===== config.mk =====
export PLATFORM = sky130hd
export DESIGN_NAME = lr3_disp_scan_ctrl
export DESIGN_NICKNAME = d
export VERILOG_FILES = /design/src/rtl/lr3_disp_scan_ctrl.sv
export SDC_FILE = /design/constraint.sdc
export NUM_CORES = 1
export LEC_CHECK = 0
export CORE_MARGIN = 2
export CORE_UTILIZATION = 35
export DETAILED_ROUTE_END_ITERATION = 6
export PLACE_DENSITY = 0.53
export SKIP_CTS_REPAIR_TIMING = 1
export SLEW_MARGIN = 30
export SYNTH_ARGS = -nofsm -noshare
export SYNTH_HDL_FRONTEND = slang
export SYNTH_SLANG_ARGS = --single-unit
export TNS_END_PERCENT = 50

===== constraint.sdc =====
create_clock -name CLK -period 5.43 [get_ports CLK]
set_input_delay 1.629 -clock CLK [delete_from_list [all_inputs] [get_ports CLK]]
set_output_delay 1.629 -clock CLK [all_outputs]
set_load 0.03 [all_outputs]

===== src/rtl/lr3_disp_scan_ctrl.sv =====
// Scan controller for the shared 8-digit 7-segment display: captures switch values into a
// shift buffer on button pulses and time-multiplexes them onto CAT/AN with blanking gaps.
module lr3_disp_scan_ctrl #(
    parameter int unsigned SHOW_TICKS  = 3,
    parameter int unsigned BLANK_TICKS = 1,
    parameter bit          LZB         = 1'b1
) (
    input  logic       CLK,
    input  logic       RST,
    input  logic       BTN_CE,
    input  logic       DISP_CE,
    input  logic [3:0] DAT_I,
    input  logic       CLR,
    output logic [6:0] CAT,
    output logic [7:0] AN,
    output logic [3:0] DIG_CNT,
    output logic       FULL
);

    localparam int unsigned TMAX = (SHOW_TICKS > BLANK_TICKS) ? SHOW_TICKS : BLANK_TICKS;
    localparam int unsigned TW   = (TMAX > 1) ? $clog2(TMAX) : 1;
    localparam logic [TW-1:0] SHOW_LAST  = TW'(SHOW_TICKS - 1);
    localparam logic [TW-1:0] BLANK_LAST = TW'((BLANK_TICKS == 0) ? 0 : BLANK_TICKS - 1);

    typedef enum logic {StBlank, StShow} state_e;

    state_e          st_q, st_d;
    logic [2:0]      idx_q, idx_d;
    logic [TW-1:0]   tick_q, tick_d;
    logic [7:0][3:0] dig_q, dig_d;
    logic [3:0]      cnt_q, cnt_d;
    logic            full_q, full_d;
    logic [7:0]      an_q, an_d;
    logic [6:0]      cat_q, cat_d;
    logic [3:0]      lim;
    logic            show_ok;

    function automatic logic [6:0] seg7(input logic [3:0] v);
        case (v)
            4'h0: seg7 = 7'h40;
            4'h1: seg7 = 7'h79;
            4'h2: seg7 = 7'h24;
            4'h3: seg7 = 7'h30;
            4'h4: seg7 = 7'h19;
            4'h5: seg7 = 7'h12;
            4'h6: seg7 = 7'h02;
            4'h7: seg7 = 7'h78;
            4'h8: seg7 = 7'h00;
            4'h9: seg7 = 7'h10;
            4'hA: seg7 = 7'h08;
            4'hB: seg7 = 7'h03;
            4'hC: seg7 = 7'h46;
            4'hD: seg7 = 7'h21;
            4'hE: seg7 = 7'h06;
            default: seg7 = 7'h0E;
        endcase
    endfunction

    always_comb begin
        dig_d = dig_q;
        cnt_d = cnt_q;
        if (CLR) begin
            dig_d = '0;
            cnt_d = '0;
        end else if (BTN_CE) begin
            dig_d = {dig_q[6:0], DAT_I};
            if (cnt_q != 4'd8) cnt_d = cnt_q + 4'd1;
        end
        full_d = (cnt_d == 4'd8);
    end

    always_comb begin
        st_d   = st_q;
        idx_d  = idx_q;
        tick_d = tick_q;
        if (DISP_CE) begin
            case (st_q)
                StShow: begin
                    if (tick_q == SHOW_LAST) begin
                        tick_d = '0;
                        // Without a gap, step straight to the next digit.
                        if (BLANK_TICKS == 0) idx_d = idx_q + 3'd1;
                        else                  st_d  = StBlank;
                    end else begin
                        tick_d = tick_q + 1'b1;
                    end
                end
                default: begin
                    if (tick_q == BLANK_LAST) begin
                        st_d   = StShow;
                        tick_d = '0;
                        idx_d  = idx_q + 3'd1;
                    end else begin
                        tick_d = tick_q + 1'b1;
                    end
                end
            endcase
        end
    end

    // Digit 0 is always lit so an empty buffer still shows "0".
    assign lim     = (cnt_q == 4'd0) ? 4'd1 : cnt_q;
    assign show_ok = !LZB || ({1'b0, idx_q} < lim);

    always_comb begin
        an_d  = 8'hFF;
        cat_d = 7'h7F;
        if (st_q == StShow) begin
            cat_d = seg7(dig_q[idx_q]);
            if (show_ok) an_d = ~(8'b1 << idx_q);
        end
    end

    always_ff @(posedge CLK) begin
        if (RST) begin
            st_q   <= StBlank;
            idx_q  <= '0;
            tick_q <= '0;
            dig_q  <= '0;
            cnt_q  <= '0;
            full_q <= 1'b0;
            an_q   <= 8'hFF;
            cat_q  <= 7'h7F;
        end else begin
            st_q   <= st_d;
            idx_q  <= idx_d;
            tick_q <= tick_d;
            dig_q  <= dig_d;
            cnt_q  <= cnt_d;
            full_q <= full_d;
            an_q   <= an_d;
            cat_q  <= cat_d;
        end
    end

    assign CAT     = cat_q;
    assign AN      = an_q;
    assign DIG_CNT = cnt_q;
    assign FULL    = full_q;

endmodule


==> results_dict.tcl <==
set metrics [dict create \
    finalSetupTns_ns 0 \
    ff2ff_setup_slack_ns 2.78 \
    htree_num_levels 3 \
    tightest_slew_ns 0.804 \
    ir_drop_mv 0.185 \
    reg2reg_depth 6 \
    ys_ff_latch 58 \
    fin_crit_sh 0.596 \
    die_h_um 92.5 \
    whs_endpoint "dig_q[31]" \
    clock_path_buffers 2 \
    yosysSeqAreaShare 0.424 \
    cts_tree "done" \
    routed_via_density 4.67 \
    cts.sinks 58 \
    pin_count 29 \
    yosys_most_used_dff "dfxtp_1" \
    grt_setup_unrepaired "no" \
    rr_endpoint "CAT[3]" \
    yosys-top-cells-area "dfxtp_1, mux2i_1, ha_1" \
    synth.avg_cell_area_um2 10.4 \
    drc 0 \
    hold_violations 0 \
    dp_hpwl_um 3430 \
    port_buffers 28 \
    worstSetupEndpointType "flip-flop" \
    max_freq_mhz 309 \
    die_w_um 92.5 \
    initial_utilization 0.358 \
    area_delta_synth_final_pct 17.8 \
    clk_pin_slew_ns 0.06 \
    placed_cells 381 \
    syn_nets 291 \
    powerDensity_nw_per_um2 272 \
    worst_setup_path_start_kind "primary input" \
    final_cells 394 \
    coreArea_um2 7650 \
    setup_viol 0 \
    clkLatencyLatePin_ns 0.33 \
    drt_first_pass_iters 5 \
    nets 318 \
    hold_path.class "reg -> reg" \
    grt_first_pass_wirelength_um 8600 \
    overflow 0 \
    wl_per_cell_um 12.5 \
    path_class "in -> reg" \
    postSynthCellCount 263 \
    critPathMaxFanout 12 \
    yosys_warnings 0 \
    worstReg2RegStart "idx_q[2]" \
    rows 32 \
    cap_viol_max_count 0 \
    synth_edf_count 0 \
    routed_wl_um 4910 \
    n_antenna_cell 0 \
    grt_pass1_vias 1818 \
    synth.distinct_cells 41 \
    drv_slew 0 \
    fin_skew_ns 0.00958 \
    globalplace.congestion 0.764 \
    hold_slack_ns 0.501 \
    worst_hold_startpoint "dig_q[31]" \
    grt_max_degree 34 \
    slew_headroom 0.463 \
    dr.first_iter.drc_count 72 \
    grt_antenna_before_repair 0 \
    async_flop_share 0 \
    design.die.area_um2 8560 \
    track_usage 0.129 \
    layout_min_cycle_time_ns 3.24 \
    num_vias 1841 \
    yosys.area.top_type_share 0.424 \
    syn_area_um2 2740 \
    p_leak_uw 0.00127 \
    antenna_left 0 \
    cp.required_ns 5.59 \
    drive_gt1_frac 0.110 \
    hold_depth 2 \
    cts_made_buffers 9 \
    root_buffer "clkbuf_8" \
    cp.arrival_ns 3.40 \
    status "finished clean" \
    synth_top_cell_by_area "dfxtp_1" \
]
[critical path, stage by stage]
cell	delay, ns
clkdlybuf4s50_1	0.63
or2b_1	0.36
o41ai_2	0.63
nand3_1	0.15
[registers in the layout (all words and copies together), names as in the netlist, named ones only]
signal,cells
tick_q,2
CAT,7
dig_q,32
FULL,1
DIG_CNT,4
idx_q,3
AN,8
[stage by stage]
step	setup slack, ns	cell area, µm²	power (µW)	utilization
2_1_floorplan	2.64	2740	550	-
3_3_place_gp	1.91	3070	580	0.401
3_5_place_dp	1.87	3090	581	0.404
4_1_cts	2.21	3230	893	0.422
5_1_grt	2.04	3230	929	0.422
6_report	2.19	3230	877	0.422
[area by class of cell]
| class | instances | area (µm²) |
|---|---|---|
| Clock buffer | 12 | 135 |
| Clock inverter | 1 | 5.00 |
| Fill cell | 748 | 4420 |
| Inverter | 13 | 48.8 |
| Multi-Input combinational cell | 179 | 1460 |
| Sequential cell | 58 | 1160 |
| Tap cell | 102 | 128 |
| Timing Repair Buffer | 29 | 295 |
[kinds of logic (layout without fill, tap and decap cells)]
logic type / after synthesis / after routing / share of synthesized area
adders and majority gates: 19 / 19 / 0.0867
xor gates and xnor gates: 3 / 3 / 0.00959
and+or+nand+nor: 80 / 80 / 0.137
DFF: 58 / 58 / 0.424
buffers and inverters: 26 / 55 / 0.0452
AOI/OAI and AO/OA: 25 / 25 / 0.0749
muxes: 52 / 52 / 0.223
[worst max path at each step]
stage / slack, ns / from / to / depth (start not counted)
floorplan: 2.64 / BTN_CE / dig_q[0] / 4
global placement: 1.91 / RST / AN[5] / 4
detailed placement: 1.87 / RST / AN[6] / 4
CTS: 2.21 / RST / AN[6] / 4
global route: 2.04 / RST / AN[4] / 4
finish: 2.19 / RST / AN[6] / 4
[cells in the mapped netlist (4+ instances only)]
cell,instances
ha_1,19
a211oi_1,4
mux2i_1,42
mux4_2,6
o21ai_0,4
o221ai_1,4
inv_1,13
nand3_1,8
dfxtp_1,58
nand2_1,12
nor2_1,42
clkbuf_1,6
a21oi_1,4
[cells in the final DEF (no fill, tap or decap), types with 3 or more instances in the layout]
cell type | synthesis | layout
clkbuf_1 | 6 | 3
mux2i_1 | 42 | 42
mux2_2 | 3 | 3
nor2_1 | 42 | 42
clkdlybuf4s50_1 | 0 | 27
ha_1 | 19 | 19
a21oi_1 | 4 | 4
mux4_2 | 6 | 6
nand3_1 | 8 | 8
dfxtp_1 | 58 | 58
clkbuf_8 | 1 | 9
o21ai_0 | 4 | 4
or2_2 | 3 | 3
o221ai_1 | 4 | 4
inv_1 | 13 | 13
nand2_1 | 12 | 12
a211oi_1 | 4 | 4
[power breakdown]
group / total [µW] / switching, µW / internal (µW)
combinational: 117 / 64.2 / 52.9
clock: 306 / 149 / 157
sequential: 453 / 17.3 / 436
[layer usage]
layer  vias to the layer above  routed length (µm)  global-route usage
met2                        28                2230               0.203
met1                       845                2430               0.163
met3                         5                 204              0.0513
met4                         0                  46              0.0410
met5                         -                   0                   0
li1                        963                   -                   -
No activity file was read; power rests on OpenSTA's default activity.
